===== config.mk =====
export PLATFORM = sky130hd
export DESIGN_NAME = trig_event_logger
export DESIGN_NICKNAME = d
export VERILOG_FILES = /design/src/rtl/trig_log_pkg.sv /design/src/rtl/trig_log_fifo.sv /design/src/rtl/trig_event_logger.sv
export SDC_FILE = /design/constraint.sdc
export NUM_CORES = 1
export LEC_CHECK = 0
export ABC_AREA = 0
export CAP_MARGIN = 20
export CORE_MARGIN = 2
export CORE_UTILIZATION = 60
export CTS_CLUSTER_SIZE = 14
export DETAILED_ROUTE_END_ITERATION = 7
export GPL_TIMING_DRIVEN = 0
export PLACE_DENSITY = 0.91
export SYNTH_ARGS = -nofsm -noshare
export SYNTH_HDL_FRONTEND = slang
export SYNTH_HIERARCHICAL = 1
export SYNTH_SLANG_ARGS = --single-unit

===== constraint.sdc =====
create_clock -name clk -period 7.46 [get_ports clk]
set_input_delay 1.492 -clock clk [delete_from_list [all_inputs] [get_ports clk]]
set_output_delay 1.492 -clock clk [all_outputs]
set_load 0.05 [all_outputs]

===== src/rtl/trig_log_pkg.sv =====
// Shared types and helpers for the trigger event logger.
// A record is packed as {src, timestamp}.
package trig_log_pkg;

    localparam int TRIG_CNT_W = 16;

    typedef enum logic [1:0] {
        SRC_NONE = 2'b00,
        SRC_EV   = 2'b01,
        SRC_SIG  = 2'b10,
        SRC_BOTH = 2'b11
    } src_e;

    function automatic int rec_w(input int cnt_w);
        return cnt_w + 2;
    endfunction

    // Bit 1 marks a sig rising edge and bit 0 an ev strobe.
    function automatic src_e make_src(input logic sig_edge, input logic ev);
        return src_e'({sig_edge, ev});
    endfunction

endpackage


===== src/rtl/trig_log_fifo.sv =====
// Synchronous FIFO with first-word-fall-through read data.
// A push is accepted while full if a pop happens on the same edge.
module trig_log_fifo #(
    parameter int DEPTH = 4,
    parameter int WIDTH = 34
) (
    input  logic             clk,
    input  logic             rst,
    input  logic             push,
    input  logic [WIDTH-1:0] wdata,
    input  logic             pop,
    output logic [WIDTH-1:0] rdata,
    output logic             full,
    output logic             empty
);

    localparam int PTR_W = $clog2(DEPTH);

    // Pointers carry one extra wrap bit to tell full from empty.
    logic [PTR_W:0]   wr_ptr_q, wr_ptr_d;
    logic [PTR_W:0]   rd_ptr_q, rd_ptr_d;
    logic [WIDTH-1:0] mem_q [DEPTH];
    logic             push_en;
    logic             pop_en;

    assign empty   = (wr_ptr_q == rd_ptr_q);
    assign full    = (wr_ptr_q[PTR_W] != rd_ptr_q[PTR_W]) &&
                     (wr_ptr_q[PTR_W-1:0] == rd_ptr_q[PTR_W-1:0]);
    assign pop_en  = pop & ~empty;
    assign push_en = push & (~full | pop_en);
    assign rdata   = mem_q[rd_ptr_q[PTR_W-1:0]];

    always_comb begin
        wr_ptr_d = wr_ptr_q;
        rd_ptr_d = rd_ptr_q;
        if (push_en) wr_ptr_d = wr_ptr_q + (PTR_W+1)'(1);
        if (pop_en)  rd_ptr_d = rd_ptr_q + (PTR_W+1)'(1);
    end

    always_ff @(posedge clk) begin
        if (rst) begin
            wr_ptr_q <= '0;
            rd_ptr_q <= '0;
        end else begin
            wr_ptr_q <= wr_ptr_d;
            rd_ptr_q <= rd_ptr_d;
        end
    end

    // NOTE: storage is not reset; cleared pointers make stale entries unreachable.
    always_ff @(posedge clk) begin
        if (push_en) mem_q[wr_ptr_q[PTR_W-1:0]] <= wdata;
    end

endmodule


===== src/rtl/trig_event_logger.sv =====
// Captures sig rising edges and ev strobes as timestamped records,
// drains them over valid/ready, and tracks trigger count, done and overflow.
module trig_event_logger
    import trig_log_pkg::*;
#(
    parameter int CNT_W  = 32,
    parameter int DEPTH  = 4,
    parameter int EXPECT = 2
) (
    input  logic                  clk,
    input  logic                  rst,
    input  logic                  sig,
    input  logic                  ev,
    output logic                  out_valid,
    input  logic                  out_ready,
    output logic [CNT_W+1:0]      out_data,
    output logic [TRIG_CNT_W-1:0] trig_cnt,
    output logic                  done,
    output logic                  overflow
);

    localparam int                  REC_W      = rec_w(CNT_W);
    localparam logic [TRIG_CNT_W-1:0] EXPECT_CNT = TRIG_CNT_W'(EXPECT);

    logic [CNT_W-1:0]      cyc_q, cyc_d;
    logic                  sig_q;
    logic [TRIG_CNT_W-1:0] trig_cnt_q, trig_cnt_d;
    logic                  done_q, done_d;
    logic                  ovf_q, ovf_d;

    logic                  sig_edge;
    logic                  trig;
    src_e                  src;
    logic                  pop;
    logic                  fifo_full;
    logic                  fifo_empty;
    logic [REC_W-1:0]      fifo_rdata;

    assign pop       = out_valid & out_ready;
    assign out_valid = ~fifo_empty;
    assign out_data  = out_valid ? fifo_rdata : '0;
    assign trig_cnt  = trig_cnt_q;
    assign done      = done_q;
    assign overflow  = ovf_q;

    // NOTE: every signal gets a default first so no path leaves it unassigned (no latch).
    always_comb begin
        sig_edge   = sig & ~sig_q;
        trig       = sig_edge | ev;
        src        = make_src(sig_edge, ev);
        cyc_d      = cyc_q + CNT_W'(1);
        trig_cnt_d = trig_cnt_q;
        if (trig && (trig_cnt_q != '1)) trig_cnt_d = trig_cnt_q + TRIG_CNT_W'(1);
        // A drop happens only when full and the head is not leaving this cycle.
        ovf_d      = ovf_q | (trig & fifo_full & ~pop);
        done_d     = done_q | (trig_cnt_d >= EXPECT_CNT);
    end

    // NOTE: state registers use non-blocking assignments so all update together.
    always_ff @(posedge clk) begin
        if (rst) begin
            cyc_q      <= '0;
            sig_q      <= 1'b0;
            trig_cnt_q <= '0;
            done_q     <= 1'b0;
            ovf_q      <= 1'b0;
        end else begin
            cyc_q      <= cyc_d;
            sig_q      <= sig;
            trig_cnt_q <= trig_cnt_d;
            done_q     <= done_d;
            ovf_q      <= ovf_d;
        end
    end

    trig_log_fifo #(
        .DEPTH (DEPTH),
        .WIDTH (REC_W)
    ) u_fifo (
        .clk   (clk),
        .rst   (rst),
        .push  (trig),
        .wdata ({src, cyc_q}),
        .pop   (pop),
        .rdata (fifo_rdata),
        .full  (fifo_full),
        .empty (fifo_empty)
    );

endmodule


==> impl_metrics.ini, run 1 <==
[outcome]
status = completed

[drt]
drc = 0
vias = 4868
wl_um = 16200
drt_first_pass_iters = 5
post_drt_wl_per_cell_um = 19.7
drtAntennaViolNets = 0
drt_iter0_drc = 404
via_per_inst = 5.94

[clock_network]
root_buffer = clkbuf_16
ctsHtreeMaxLevel = 4
cts_buffers = 17
cts_tree = done
cts_sinks = 195
clkTransAtPathRegs_ns = 0.07
clockBufferDepth = 2
cts_hold_buf = 0
post_cts_buffers = 0
clkLatencyLatePin_ns = 0.44
cts_resized = 0

[pwr]
p_switching_uw = 930
intPower_mw = 2.02
seq_power_share_pct = 43.4
swShare_pct = 31.5
power.leakage_nw = 3.23
p_per_area_nw_per_um2 = 308
p_comb_share_pct = 27.4
ir_worst_vdd_v = 0.000170
p_clk_share_pct = 29.2

[critical_path]
cp_top_family = buffers and inverters
critPathLaunchType = flop
cp.required_ns = 5.97
crit_start = u_fifo/rd_ptr_q[0]
cp.arrival_ns = 3.42
critical_path_buf_inv_count = 2
timing.rr.start = u_fifo/rd_ptr_q[0]
path_cells = xnor2_2 > nand2_1 > nor2_1 > clkbuf_1 > nor2b_1 > clkdlybuf4s50_1
endpoint_kind = primary output
path_class = reg2out
path_max_fanout = 10
max_stage_delay_ns = 0.74
slowest_stage = clkdlybuf4s50_1

[timing]
fin_crit_ns = 4.91
worst_pin_slew_ns = 0.958
finalCritPeriodShare_pct = 65.9
finalSetupViolations = 0
postLayoutSetupSlackWorst_ns = 2.55
max_freq_mhz = 204
finalHoldViolCount = 0
timing.final.max_slew_violations = 0
rsz0062_at_grt = false
fin_worst_skew_ns = 0.0129
relSlewSlack_pct = 36.2
finalSetupTns_ns = 0

[die]
fp-row-count = 42
die_w_um = 121
coreArea_um2 = 13200
die_area_um2 = 14500
io_pins = 58
initial_utilization_pct = 61.6
die_h_um = 121

[job]
maxCapViolCount = 0

[place]
dp_hpwl_um = 10200
port_buffers = 57
placed_cells = 789
gp_congestion = 0.845
place_ws_ns = 3.06

[layout]
nNetsFinal = 644
instances_no_fill = 820
drive_above_1_share_pct = 15.1
final.fill_count = 829
diodes = 0
syn_to_final_growth_pct = 17.4

[logic_synthesis]
synth_top_area_share_pct = 50.1
ys_seq_area_share_pct = 64.5
synth-edff-count = 136
synth_top_family_by_area = simple AND/OR/NAND/NOR gates
synth_xor_area_share_pct = 4.89
synth.cell_area_um2 = 8160
syn_nets = 565
synthTopCellsByArea = edfxtp_1, dfxtp_1, mux4_2
synthSimpleGateAreaFrac_pct = 13.3
yosysTopAreaCell = edfxtp_1
syn_avg_cell_area_um2 = 14.7
synth.area.mux_share_pct = 10.4
syn_inst = 553
yosysWarnings = 6
synthFlopType = edfxtp_1
ys_seq_elements = 195
yosysMostFrequentCell = edfxtp_1
synthAdderAreaFrac_pct = 1.07
synth_compound_area_share_pct = 3.64
yosys-top-cells-count = edfxtp_1, dfxtp_1, nor2_1, nor2b_1, mux4_2
synthArstFlopShare_pct = 0
synth_cell_type_count = 58

[global_routing]
grt-ovfl-total = 0
grt_pass1_wl_um = 26000
grt_pass1_vias = 5068
grt_max_degree = 35
antenna_found_initial = 0
grt_usage_pct = 23.9

[min_path]
hold_start = overflow
hp-class = reg2reg
-- registers in the layout, summed over array words and instances, names as in the netlist, named ones only --
| signal | flops |
|---|---|
| cyc_q | 32 |
| u_fifo/rd_ptr_q | 3 |
| trig_cnt | 16 |
| u_fifo/wr_ptr_q | 3 |
| done | 1 |
| sig_q | 1 |
| u_fifo/mem_q | 136 |
| overflow | 1 |
-- worst min-delay path, delay by kind of cell (launching register included) --
family / cells / cell delay, ns
compound gates: 1 / 0.05
flops: 1 / 0.35
simple gates: 1 / 0.07
-- cell usage in the layout (no fill, tap or decap), types with 3 or more instances in the layout --
cell | Yosys | final
buf_6 | 3 | 3
nor3_1 | 6 | 6
or4_1 | 3 | 3
xor2_1 | 20 | 20
nor2b_1 | 44 | 44
nand2_1 | 27 | 27
clkinvlp_4 | 0 | 4
clkbuf_8 | 2 | 5
edfxtp_1 | 136 | 136
inv_1 | 11 | 11
dfxtp_1 | 59 | 59
nand4_1 | 8 | 8
mux2_1 | 3 | 3
buf_2 | 3 | 3
mux2i_1 | 3 | 3
mux4_2 | 34 | 34
nand2b_1 | 5 | 5
nand3_1 | 17 | 17
a21oi_1 | 8 | 8
and2_2 | 0 | 3
o21ai_0 | 6 | 6
xnor2_1 | 20 | 20
clkbuf_1 | 8 | 11
nor2_1 | 56 | 56
clkbuf_16 | 0 | 17
and3_1 | 11 | 11
ha_1 | 7 | 7
or3_1 | 4 | 4
clkdlybuf4s50_1 | 0 | 57
and4_1 | 4 | 4
-- kinds of logic after synthesis --
| family | Yosys count |
|---|---|
| AO/OA/AOI/OAI | 35 |
| XOR/XNOR | 43 |
| adder cells (fa/ha/maj) | 7 |
| buffers and inverters | 32 |
| flip-flops | 195 |
| multiplexers | 41 |
| AND/OR/NAND/NOR | 200 |
-- metrics by stage --
step,area [um2],hold slack (ns),power [mW],util (%)
6_report,9570,0.510,2.95,72.3
4_1_cts,9570,0.511,2.97,72.3
3_3_place_gp,8950,0.495,2.08,67.6
5_1_grt,9570,0.528,3.04,72.3
3_5_place_dp,9020,0.482,2.11,68.1
2_1_floorplan,8160,0.461,1.86,-
-- power by group through the flow --
stage                     combinational (mW)  clock, mW  sequential, mW
after floorplan                        0.558          0            1.30
after global placement                 0.787          0            1.30
after detailed placement               0.812          0            1.30
after CTS                              0.817      0.867            1.28
after global routing                   0.850      0.907            1.29
final                                  0.810      0.862            1.28
-- layout make-up --
cell class	instances	area, um2	area share (%)
plain buffers	21	134	1.40
inverters	11	41.3	0.431
well taps	176	220	2.30
multi-input cells	326	2730	28.5
repair buffers	60	626	6.53
clock inverters	8	78.8	0.823
clock buffers	23	478	4.99
flip-flops and latches	195	5270	55.0
-- worst paths after layout --
| path | end | slack (ns) | cells past startpoint |
|---|---|---|---|
| worst min register to register | overflow | 0.51 | 2 |
| worst max-delay path | out_data[28] | 2.55 | 6 |
| worst max register to register | u_fifo/mem_q[0][14] | 4.21 | 7 |
| worst min-delay path | overflow | 0.51 | 2 |
-- per-layer routing --
| metal | vias to the layer above | wire length (um) | global-route usage, % |
|---|---|---|---|
| li1 | 2210 | - | - |
| met1 | 2425 | 6520 | 29.3 |
| met2 | 193 | 8390 | 40.4 |
| met3 | 40 | 901 | 5.52 |
| met4 | 0 | 369 | 11.0 |
| met5 | - | 0 | 0 |
No activity file was read; power rests on OpenSTA's default activity.
==> inputs of run 2 (changes only) <==
--- a/config.mk
+++ b/config.mk
@@ -8,11 +8,11 @@
 export ABC_AREA = 0
 export CAP_MARGIN = 20
 export CORE_MARGIN = 2
-export CORE_UTILIZATION = 60
+export CORE_UTILIZATION = 58
 export CTS_CLUSTER_SIZE = 14
 export DETAILED_ROUTE_END_ITERATION = 7
 export GPL_TIMING_DRIVEN = 0
-export PLACE_DENSITY = 0.91
+export PLACE_DENSITY = 0.89
 export SYNTH_ARGS = -nofsm -noshare
 export SYNTH_HDL_FRONTEND = slang
 export SYNTH_HIERARCHICAL = 1
==> constraint.sdc (replaced) <==
create_clock -name clk -period 4.6 [get_ports clk]
set_input_delay 0.92 -clock clk [delete_from_list [all_inputs] [get_ports clk]]
set_output_delay 0.92 -clock clk [all_outputs]
set_load 0.05 [all_outputs]
==> run 2 against run 1 <==
Compared with the run above:
- utilization decreased by 2.3 points
- final area up 1.2%
- flip-flop and latch count stayed put
- first-iteration DRC count decreased by 13%
- critical path depth is the same
- critical path type unchanged
- sequential share of layout area down 0.63 points
- global-route usage increased by 0.35 points
- clock power grew 86%
- critical endpoint is now out_data[22]
==> impl_metrics.ini, run 2 (synthesized netlist as in run 1, its figures left out) <==
[outcome]
status = completed

[timing]
max_freq_mhz = 228
fin_crit_ns = 4.39
timing.final.max_slew_violations = 0
finalHoldViolCount = 0
relSlewSlack_pct = 33.9
finalSetupTns_ns = 0
worst_pin_slew_ns = 0.991
finalCritPeriodShare_pct = 95.5
fin_worst_skew_ns = 0.00850
finalSetupViolations = 0
rsz0062_at_grt = false

[die]
coreArea_um2 = 13800
die_h_um = 123
initial_utilization_pct = 59.0
io_pins = 58
die_w_um = 123
die_area_um2 = 15000
fp-row-count = 43

[drt]
vias = 4943
drtAntennaViolNets = 0
wl_um = 16900
via_per_inst = 5.99
drt_first_pass_iters = 5
post_drt_wl_per_cell_um = 20.5
drt_iter0_drc = 350
drc = 0

[clock_network]
cts_tree = done
cts_resized = 0
clkLatencyLatePin_ns = 0.43
cts_hold_buf = 0
cts_sinks = 195
clkTransAtPathRegs_ns = 0.06
ctsHtreeMaxLevel = 4
post_cts_buffers = 0
clockBufferDepth = 2
root_buffer = clkbuf_16
cts_buffers = 17

[critical_path]
cp.arrival_ns = 3.47
slowest_stage = clkdlybuf4s50_1
crit_start = u_fifo/wr_ptr_q[1]
path_cells = xnor2_2 > nand2_1 > nor2_1 > clkbuf_1 > nor2b_1 > clkdlybuf4s50_1
endpoint_kind = primary output
cp.required_ns = 3.68
critical_path_buf_inv_count = 2
path_class = reg2out
critPathLaunchType = flop
cp_top_family = buffers and inverters
max_stage_delay_ns = 0.74
timing.rr.start = u_fifo/wr_ptr_q[1]
path_max_fanout = 10

[layout]
layout_common_cells = edfxtp_1, dfxtp_1, clkdlybuf4s50_1, nor2_1, nor2b_1
instances_no_fill = 825
nNetsFinal = 644
diodes = 0
layout_commonest_cell = edfxtp_1
largest_reg_flops = 136
drive_above_1_share_pct = 15.0
final.fill_count = 853
syn_to_final_growth_pct = 18.7

[pwr]
p_switching_mw = 1.51
seq_power_share_pct = 41.4
p_per_area_nw_per_um2 = 517
swShare_pct = 30.2
intPower_mw = 3.50
ir_worst_vdd_v = 0.000385
power.leakage_nw = 3.29
p_clk_share_pct = 31.9
p_comb_share_pct = 26.7

[min_path]
hp-class = reg2reg
hold_start = overflow

[global_routing]
grt_usage_pct = 24.2
grt_pass1_vias = 5072
grt_max_degree = 35
antenna_found_initial = 0
grt-ovfl-total = 0
grt_pass1_wl_um = 26800

[place]
port_buffers = 57
gp_congestion = 0.879
placed_cells = 793
dp_hpwl_um = 10200

[job]
maxCapViolCount = 0
[run 2: worst paths after layout]
| kind | end | slack, ns | depth (start not counted) |
|---|---|---|---|
| max reg2reg | u_fifo/mem_q[0][29] | 1.26 | 8 |
| min reg2reg | overflow | 0.48 | 2 |
| min | overflow | 0.48 | 2 |
| max | out_data[22] | 0.21 | 6 |
[run 2: metal layers]
metal	up-vias	routed length, um	GRT usage (%)
li1	2229	-	-
met1	2486	6750	29.9
met2	184	8920	41.3
met3	44	846	5.39
met4	0	422	10.4
met5	-	0	0
[run 2: cell type report]
cell class | instances | area [um2] | area share (%)
clock inverters | 11 | 181 | 1.87
repair buffers | 60 | 646 | 6.67
multi-input cells | 326 | 2730 | 28.2
flip-flops and latches | 195 | 5270 | 54.4
plain buffers | 21 | 134 | 1.38
inverters | 11 | 41.3 | 0.426
clock buffers | 21 | 460 | 4.75
well taps | 180 | 225 | 2.33
[run 2: per-stage QoR]
step                hold WS [ns]  util [%]  setup WS [ns]  area, um2  total power [mW]
floorplan                  0.461         -           1.79       8160              3.01
detailed placement         0.475      65.4          0.734       9040              3.44
global placement           0.463      64.7          0.273       8950              3.38
finish                     0.482      70.0          0.206       9680              5.01
global route               0.545      70.0         0.0686       9680              5.17
CTS                        0.490      70.0          0.240       9680              5.03
[run 2: power by group through the flow]
stage / Clock (mW) / Combinational (mW) / Sequential [mW]
detailed placement: 0 / 1.33 / 2.11
global placement: 0 / 1.28 / 2.10
global route: 1.68 / 1.41 / 2.09
finish: 1.60 / 1.34 / 2.08
CTS: 1.61 / 1.34 / 2.08
floorplan: 0 / 0.904 / 2.11
[run 2: worst reg2reg max path, delay by kind of cell (launching register included)]
family | cells | cell delay [ns]
AO/OA/AOI/OAI | 1 | 0.23
XOR/XNOR | 1 | 0.42
buffers and inverters | 2 | 0.52
flip-flops | 1 | 0.38
AND/OR/NAND/NOR | 4 | 1.54
==> inputs of run 3 (changes only) <==
--- a/config.mk
+++ b/config.mk
@@ -9,6 +9,7 @@
 export CAP_MARGIN = 20
 export CORE_MARGIN = 2
 export CORE_UTILIZATION = 58
+export CTS_CLUSTER_DIAMETER = 200
 export CTS_CLUSTER_SIZE = 14
 export DETAILED_ROUTE_END_ITERATION = 7
 export GPL_TIMING_DRIVEN = 0
==> results of run 3 <==
The final DEF is identical to that of run 2; final timing and power are the same.
